File: src/rtl/pipeline_stall_controller_pkg.sv
// rtl/pipeline_stall_controller_pkg.sv - shared types for the ID-stage stall/flush controller
package pipeline_stall_controller_pkg;

    localparam int REG_W = 4;

    typedef enum logic [1:0] {
        ST_RUN      = 2'd0,
        ST_FLUSH    = 2'd1,
        ST_MEM_WAIT = 2'd2
    } state_t;

    typedef struct packed {
        logic             valid;
        logic [REG_W-1:0] dest;
        logic             wb_en;
        logic             mem_r;
    } sb_entry_t;

    localparam sb_entry_t SB_BUBBLE = '0;

    // True when the ID instruction reads a register this in-flight entry will write.
    function automatic logic entry_match(
        input sb_entry_t        e,
        input logic [REG_W-1:0] src1,
        input logic             rn_valid,
        input logic [REG_W-1:0] src2,
        input logic             two_src
    );
        return e.valid && e.wb_en &&
               ((rn_valid && (src1 == e.dest)) || (two_src && (src2 == e.dest)));
    endfunction

endpackage

File: src/rtl/pipeline_stall_controller_stall_scoreboard.sv
// rtl/pipeline_stall_controller_stall_scoreboard.sv - EXE/MEM destination tracker and RAW hazard detect
module stall_scoreboard
    import pipeline_stall_controller_pkg::*;
#(
    parameter int TRACK_DEPTH = 2
) (
    input  logic             clk,
    input  logic             rst,
    input  logic [REG_W-1:0] src1,
    input  logic [REG_W-1:0] src2,
    input  logic             two_src,
    input  logic             rn_valid,
    input  logic [REG_W-1:0] id_dest,
    input  logic             id_wb_en,
    input  logic             id_mem_r_en,
    input  logic             fwd_en,
    input  logic             flush,
    input  logic             freeze_pipe,
    output logic             hazard
);

    sb_entry_t              stage_q [TRACK_DEPTH];
    logic [TRACK_DEPTH-1:0] match;
    sb_entry_t              issue;

    always_comb begin
        match = '0;
        for (int i = 0; i < TRACK_DEPTH; i++) begin
            match[i] = entry_match(stage_q[i], src1, rn_valid, src2, two_src);
        end
    end

    // With forwarding only a load still in EXE cannot supply its result in time.
    always_comb begin
        hazard = 1'b0;
        if (!flush) begin
            if (fwd_en) hazard = match[0] && stage_q[0].mem_r;
            else        hazard = |match;
        end
    end

    always_comb begin
        issue = SB_BUBBLE;
        if (!hazard && !flush) begin
            issue.valid = id_wb_en;
            issue.dest  = id_dest;
            issue.wb_en = id_wb_en;
            issue.mem_r = id_mem_r_en;
        end
    end

    always_ff @(posedge clk or negedge rst) begin
        if (!rst) begin
            for (int i = 0; i < TRACK_DEPTH; i++) stage_q[i] <= SB_BUBBLE;
        end else if (!freeze_pipe) begin
            stage_q[0] <= issue;
            for (int i = 1; i < TRACK_DEPTH; i++) stage_q[i] <= stage_q[i-1];
        end
    end

endmodule

File: src/rtl/pipeline_stall_controller.sv
// rtl/pipeline_stall_controller.sv - decode-side pipeline sequencer: hazard stall, branch flush, memory freeze
module pipeline_stall_controller
    import pipeline_stall_controller_pkg::*;
#(
    parameter int TRACK_DEPTH = 2,
    parameter int FLUSH_LEN   = 1,
    parameter int MEM_TIMEOUT = 15
) (
    input  logic             clk,
    input  logic             rst,
    input  logic [REG_W-1:0] src1,
    input  logic [REG_W-1:0] src2,
    input  logic             Two_src,
    input  logic             is_Rn_valid,
    input  logic [REG_W-1:0] id_dest,
    input  logic             id_wb_en,
    input  logic             id_mem_r_en,
    input  logic             fwd_en,
    input  logic             branch_taken,
    input  logic             mem_req,
    input  logic             mem_ready,
    output logic             hazard,
    output logic             freeze_if,
    output logic             flush,
    output logic             freeze_pipe,
    output logic             mem_err,
    output logic [15:0]      stall_cnt
);

    localparam logic [1:0] FLUSH_INIT  = 2'(FLUSH_LEN - 1);
    localparam logic [3:0] TIMEOUT_CNT = 4'(MEM_TIMEOUT);

    state_t      state_q, state_d;
    logic [1:0]  flush_cnt_q, flush_cnt_d;
    logic [3:0]  wait_cnt_q, wait_cnt_d;
    logic        mem_err_q, mem_err_d;
    logic [15:0] stall_cnt_q;

    assign freeze_pipe = mem_req & ~mem_ready;
    assign flush       = (state_q == ST_FLUSH);
    assign freeze_if   = hazard | freeze_pipe;
    assign mem_err     = mem_err_q;
    assign stall_cnt   = stall_cnt_q;

    stall_scoreboard #(
        .TRACK_DEPTH (TRACK_DEPTH)
    ) u_scoreboard (
        .clk         (clk),
        .rst         (rst),
        .src1        (src1),
        .src2        (src2),
        .two_src     (Two_src),
        .rn_valid    (is_Rn_valid),
        .id_dest     (id_dest),
        .id_wb_en    (id_wb_en),
        .id_mem_r_en (id_mem_r_en),
        .fwd_en      (fwd_en),
        .flush       (flush),
        .freeze_pipe (freeze_pipe),
        .hazard      (hazard)
    );

    always_comb begin
        state_d     = state_q;
        flush_cnt_d = flush_cnt_q;
        wait_cnt_d  = wait_cnt_q;
        mem_err_d   = mem_err_q;
        case (state_q)
            ST_RUN: begin
                // A frozen EXE holds the branch, so it is picked up again on release.
                if (freeze_pipe) begin
                    state_d    = ST_MEM_WAIT;
                    wait_cnt_d = '0;
                end else if (branch_taken) begin
                    state_d     = ST_FLUSH;
                    flush_cnt_d = FLUSH_INIT;
                end
            end
            ST_FLUSH: begin
                if (flush_cnt_q == '0) state_d = ST_RUN;
                else                   flush_cnt_d = flush_cnt_q - 2'd1;
            end
            ST_MEM_WAIT: begin
                if (!freeze_pipe) begin
                    wait_cnt_d = '0;
                    if (branch_taken) begin
                        state_d     = ST_FLUSH;
                        flush_cnt_d = FLUSH_INIT;
                    end else begin
                        state_d = ST_RUN;
                    end
                end else begin
                    if (wait_cnt_q != 4'hF) wait_cnt_d = wait_cnt_q + 4'd1;
                    if (wait_cnt_d == TIMEOUT_CNT) mem_err_d = 1'b1;
                end
            end
            default: state_d = ST_RUN;
        endcase
    end

    always_ff @(posedge clk or negedge rst) begin
        if (!rst) begin
            state_q     <= ST_RUN;
            flush_cnt_q <= '0;
            wait_cnt_q  <= '0;
            mem_err_q   <= 1'b0;
            stall_cnt_q <= '0;
        end else begin
            state_q     <= state_d;
            flush_cnt_q <= flush_cnt_d;
            wait_cnt_q  <= wait_cnt_d;
            mem_err_q   <= mem_err_d;
            if (freeze_if && (stall_cnt_q != 16'hFFFF)) stall_cnt_q <= stall_cnt_q + 16'd1;
        end
    end

endmodule

File: config.mk
export PLATFORM = sky130hd
export DESIGN_NAME = pipeline_stall_controller
export DESIGN_NICKNAME = d
export VERILOG_FILES = /design/src/rtl/pipeline_stall_controller_pkg.sv /design/src/rtl/pipeline_stall_controller_stall_scoreboard.sv /design/src/rtl/pipeline_stall_controller.sv
export SDC_FILE = /design/constraint.sdc
export NUM_CORES = 1
export LEC_CHECK = 0
export ABC_AREA = 1
export BUFFER_PORTS_ARGS = -buffer_cell sky130_fd_sc_hd__buf_2
export CAP_MARGIN = 20
export CORE_MARGIN = 2
export CORE_UTILIZATION = 48
export DETAILED_ROUTE_END_ITERATION = 16
export GPL_TIMING_DRIVEN = 0
export HOLD_SLACK_MARGIN = 0.08
export PLACE_DENSITY = 0.75
export SLEW_MARGIN = 15
export SYNTH_ARGS = -nofsm -noshare
export SYNTH_HDL_FRONTEND = slang
export SYNTH_SLANG_ARGS = --single-unit
File: constraint.sdc
create_clock -name clk -period 2.06 [get_ports clk]
set_clock_uncertainty 0.2 [all_clocks]
set_input_delay 0 -clock clk [delete_from_list [all_inputs] [get_ports clk]]
set_output_delay 0 -clock clk [all_outputs]
set_load 0.01 [all_outputs]
==> impl_metrics.ini, run 1 <==
[synthesis]
syn_avg_cell_area_sq_um = 7.18
yosysWarnings = 0
yosys.area.top_type = dfrtp_1
yosysUniqueCellTypes = 23
synth_seq_cells = 36
synth_nets = 322
synth_top_area_share = 0.423
ys_seq_area_frac = 0.423
syn_inst = 297
syn-cell-area_sq_um = 2130
synth_area_leaders = dfrtp_1 (42%), nand2_1 (15%), nand3_1 (8.7%)

[routing]
ant_nets = 0
dr.pass1.iters = 4
drtIter0Drc = 100
via_per_inst = 5.04
num_vias = 2137
wirelength_microns = 5240
drc = 0
wl_per_cell_microns = 12.4

[pwr]
clkPwrFrac = 0.267
seqPwrFrac = 0.413
total_leakage_power_nw = 1.51
netSwitchingFraction = 0.343
vdd_ir_drop_max_mv = 0.614
power_frac_comb = 0.320
internal_power_w = 0.00152
power_density_nw_per_um2 = 809
switchingPower_w = 0.000795

[floorplanning]
dieHeight_microns = 70.6
core_region_area_sq_um = 4320
die_area_sq_um = 4990
top_level_ports = 43
start_util = 0.493
die_x_microns = 70.6
num_rows = 24

[sta]
timing.final.max_slew_violations = 0
hold_viol = 0
min_period_ns = 2.01
tightest_slew_ns = 0.801
relSlewSlack = 0.466
setup_ws_ns = 0.0531
rsz0062_at_grt = true
max_freq_mhz = 498
setup_violations = 0
min_period_over_period = 0.974

[layout]
final_common_cell = nand2_1
final_cell_count_no_fill = 424
layout_common_cells = nand2_1 (78), inv_1 (45), buf_2 (41)
nNetsFinal = 396
insertedDiodeCount = 0
nFillCells = 381
layout-drive-gt1-share = 0.228
syn_to_final_growth_pct = 34.3

[clock_network]
cts_buffers = 5
cts_sinks = 36
clk_latency_ns = 0.29
root_buffer = clkbuf_8
h-tree-depth = 2
clock_path_buffers = 2
cts_tree = yes
path_clk_slew_ns = 0.08

[worst_setup_path]
path_class = flip-flop to flip-flop
crit_top_cell = nand3_2
start_kind = flip-flop
required_ns = 2.04
reg2reg_depth = 9
critPathArrivalTime_ns = 1.99
crit_fanout = 10
crit_slowest_cell = dfrtp_1
end_kind = flip-flop
cpPeakStageDelay_ns = 0.42
crit_chain = ha_4 -> nand3_2 -> nor2_4 -> nand3_2 -> nor3_4 -> nand3_4 -> buf_6 -> nand3_1 -> nand2_1

[placed_design]
post-place-cells = 391
gp_congestion = 0.889
port-buffer-count = 42
dp_hpwl_microns = 3470
pre_cts_ws_ns = -0.239

[worst_hold_path]
hp-class = input port to async pin

[global_route]
globalRouteTotalUtil = 0.223
grt_pass1_vias = 2089
antenna_found_initial = 0
grt_pass1_wl_microns = 8860
grt_start_max_net_pins = 37
grt-ovfl-total = 0

[run_status]
status = finished clean

[run]
max_cap_violations = 0
[layer usage]
layer / vias up / GRT usage / routed length (microns)
met5: - / 0 / 0
met4: 0 / 0.0860 / 145
met3: 14 / 0.0499 / 309
met2: 72 / 0.378 / 2580
met1: 966 / 0.278 / 2200
li1: 1085 / - / -
[cell type report]
cell class	count	area (sq um)	share of cell area
clock buffer	6	72.6	0.0253
buffer	5	48.8	0.0170
inverter	46	173	0.0603
sequential	36	901	0.315
timing repair buffer	67	453	0.158
clock inverter	2	35.0	0.0122
tap	52	65.1	0.0227
multi-input combinational	210	1120	0.390
[power by group through the flow]
stage / Combinational, W / Sequential (W) / Clock, W
after CTS: 0.000660 / 0.000945 / 0.000628
after detailed placement: 0.000587 / 0.000963 / 0
after floorplan: 0.000383 / 0.000961 / 0
after global placement: 0.000563 / 0.000959 / 0
final: 0.000740 / 0.000958 / 0.000619
after global routing: 0.000843 / 0.000979 / 0.000661
[cell families (layout without fill, tap and decap cells)]
family	count (synthesis)	count (layout)	synth area share
adder cells (fa/ha/maj)	3	3	0.0176
AND/OR/NAND/NOR	164	164	0.329
XOR/XNOR	18	18	0.0739
flip-flops	36	36	0.423
buffers and inverters	51	126	0.0945
AO/OA/AOI/OAI	25	25	0.0628
[synth_stat cells]
library cell  number
nand2_1           85
inv_1             46
nand3_1           37
dfrtp_1           36
nor2_1            29
o21ai_0           15
xor2_1            12
xnor2_1            6
a21oi_1            5
nor3_1             5
o22ai_1            4
ha_1               3
buf_2              2
clkbuf_1           2
nor4_1             2
buf_6              1
nand2_2            1
nand2_4            1
nand3_2            1
nor2_2             1
nor3_2             1
o41ai_1            1
or2_2              1
[flip-flops by register name, indices dropped and copies added, names as in the netlist]
signal / count
wait_cnt_q: 4
flush_cnt_q: 2
mem_err: 1
u_scoreboard.stage_q: 11
state_q: 2
stall_cnt: 16
[final timing paths]
path	from	to	slack [ns]
worst max-delay path	stall_cnt[0]	stall_cnt[7]	0.05
worst min-delay path	rst	stall_cnt[2]	0.13
worst max register to register	stall_cnt[0]	stall_cnt[7]	0.05
worst min register to register	state_q[0]	state_q[1]	0.25
max in group asynchronous	rst	u_scoreboard.stage_q[8]	1.02
min in group clk	fwd_en	u_scoreboard.stage_q[9]	0.18
[through the flow]
step | util | hold WS, ns | area (sq um) | power [W] | TNS (ns)
after floorplan | - | -0.496 | 2130 | 0.00134 | 0
after global placement | 0.557 | -0.0682 | 2410 | 0.00152 | -2.25
after detailed placement | 0.557 | -0.0605 | 2410 | 0.00155 | -2.94
after CTS | 0.626 | 0.155 | 2710 | 0.00223 | 0
after global routing | 0.662 | 0.215 | 2860 | 0.00248 | -0.320
final | 0.662 | 0.130 | 2860 | 0.00232 | 0
[what timing repair did]
item	4_1_cts	5_1_grt
gates cloned	0	1
setup buffers	8	5
gates resized for setup	6	22
setup endpoints to repair	16	17
pin swaps	4	12
endpoints found under the hold margin	51	0
hold buffers	11	0
[critical path, delay by kind of cell, from the launching register on]
| family | cells | cell delay (ns) |
|---|---|---|
| adder cells (fa/ha/maj) | 1 | 0.18 |
| AND/OR/NAND/NOR | 7 | 0.90 |
| buffers and inverters | 1 | 0.19 |
| flip-flops | 1 | 0.42 |
Power figures use the tool's default switching activity.
==> run 2: changes to the inputs <==
--- a/config.mk
+++ b/config.mk
@@ -13,7 +13,7 @@
 export DETAILED_ROUTE_END_ITERATION = 16
 export GPL_TIMING_DRIVEN = 0
 export HOLD_SLACK_MARGIN = 0.08
-export PLACE_DENSITY = 0.75
+export PLACE_DENSITY = 0.78
 export SLEW_MARGIN = 15
 export SYNTH_ARGS = -nofsm -noshare
 export SYNTH_HDL_FRONTEND = slang
==> constraint.sdc (replaced) <==
create_clock -name clk -period 1.7 [get_ports clk]
set_clock_uncertainty 0.2 [all_clocks]
set_input_delay 0 -clock clk [delete_from_list [all_inputs] [get_ports clk]]
set_output_delay 0 -clock clk [all_outputs]
set_load 0.01 [all_outputs]
==> impl_metrics.ini, run 2 (synthesis gave the netlist of run 1 again) <==
[layout]
seqCellArea_sq_um = 903
largest_reg_flops = 16
syn_to_final_growth_pct = 34.3
multi_input_area_sq_um = 1150
final_common_cell = nand2_1
insertedDiodeCount = 0
layout_common_cells = nand2_1 (75), inv_1 (43), buf_2 (42)
nNetsFinal = 398
final_cell_count_no_fill = 425
layout-drive-gt1-share = 0.265
nFillCells = 364

[pwr]
total_power_w = 0.00261
total_leakage_power_nw = 1.49
power_density_nw_per_um2 = 913
vdd_ir_drop_max_mv = 0.573

[sta]
min_period_over_period = 1.12
tightest_slew_ns = 0.788
timing.final.max_slew_violations = 0
hold_viol = 0
relSlewSlack = 0.475
max_freq_mhz = 524
setup_violations = 24
setup_ws_ns = -0.210
min_period_ns = 1.91
rsz0062_at_grt = true

[worst_setup_path]
crit_slowest_cell = dfrtp_1
critPathArrivalTime_ns = 1.89
crit_fanout = 7
path_class = flip-flop to flip-flop
crit_family = simple AND/OR/NAND/NOR gates
end_kind = flip-flop
start_kind = flip-flop
required_ns = 1.68
crit_chain = buf_4 -> xnor2_1 -> nand3_1 -> nand2_1 -> nand2_1 -> nand2_2 -> nand2_2 -> nand2_4 -> buf_6 -> nand2_8 -> buf_6 -> nand2_1 -> nand2_1
crit_top_cell = nand2_1
cp_num_buf_inv = 3
cpPeakStageDelay_ns = 0.41

[clock_network]
path_clk_slew_ns = 0.06
clk_latency_ns = 0.29
cts_buffers = 5
cts_tree = yes
clock_path_buffers = 2
root_buffer = clkbuf_8
cts_sinks = 36
h-tree-depth = 2

[worst_hold_path]
hp-class = input port to async pin

[routing]
num_vias = 2111
ant_nets = 0
wl_per_cell_microns = 12.1
wirelength_microns = 5140
dr.pass1.iters = 4
drtIter0Drc = 74
via_per_inst = 4.97
drc = 0

[global_route]
grt-ovfl-total = 0
globalRouteTotalUtil = 0.215
grt_start_max_net_pins = 37
grt_pass1_vias = 2078
antenna_found_initial = 0
grt_pass1_wl_microns = 8590

[floorplanning]
die_area_sq_um = 4990
die_x_microns = 70.6
core_region_area_sq_um = 4320
num_rows = 24
start_util = 0.493
dieHeight_microns = 70.6
top_level_ports = 43

[run_status]
violations = setup timing
status = finished, violations left

[placed_design]
gp_congestion = 0.836
port-buffer-count = 42
post-place-cells = 391
dp_hpwl_microns = 3310

[run]
max_cap_violations = 0
run 2: cell count changes in the layout (fill, tap and decap cells not counted), sizes merged:
cell / before / now
clkbuf: 9 / 8
buf: 58 / 61
bufinv: 1 / 0
run 2: what timing repair did:
action | 4_1_cts | 5_1_grt
setup buffers | 8 | 6
hold buffers | 11 | 0
endpoints found under the hold margin | 51 | 0
gates cloned | 2 | 0
setup endpoints to repair | 25 | 27
gates resized for setup | 16 | 20
pin swaps | 3 | 10
run 2: power breakdown:
group	total (W)	leakage, nW	internal [W]	switching, W
combinational	0.000869	0.979	0.000387	0.000482
sequential	0.00118	0.471	0.00102	0.000162
clock	0.000567	0.0410	0.000278	0.000289
run 2: per-layer routing:
metal  vias to the layer above  track usage  routed length [microns]
li1                       1080            -                        -
met1                       961        0.262                     2240
met2                        54        0.365                     2540
met3                        16       0.0385                      225
met4                         0        0.111                      138
met5                         -            0                        0
run 2: worst paths after layout:
check                                        start       endpoint  slack, ns  cells past startpoint
min in group clk                            fwd_en  stall_cnt[15]       0.21                      9
hold / removal                                 rst        mem_err       0.13                      2
max in group asynchronous                      rst   stall_cnt[1]       0.62                      2
setup / recovery           u_scoreboard.stage_q[4]   stall_cnt[8]      -0.21                     13
setup reg to reg           u_scoreboard.stage_q[4]   stall_cnt[8]      -0.21                     13
hold reg to reg                         state_q[0]     state_q[1]       0.26                      1
run 2: metrics by stage:
step | setup TNS, ns | util | hold slack [ns] | worst slack (ns) | area, sq um
after floorplan | -3.01 | - | -0.496 | -0.221 | 2160
after CTS | -2.71 | 0.636 | 0.166 | -0.153 | 2750
after detailed placement | -5.73 | 0.562 | -0.0642 | -0.383 | 2430
after global routing | -7.09 | 0.662 | 0.211 | -0.341 | 2860
after global placement | -5.18 | 0.562 | -0.0584 | -0.359 | 2430
final | -3.69 | 0.662 | 0.130 | -0.210 | 2860
run 2: layout make-up:
cell class / instances / share of cell area
clock buffer: 6 / 0.0253
timing repair buffer: 69 / 0.158
buffer: 5 / 0.0144
multi-input combinational: 210 / 0.402
sequential: 36 / 0.315
inverter: 46 / 0.0603
tap: 52 / 0.0227
clock inverter: 1 / 0.00175
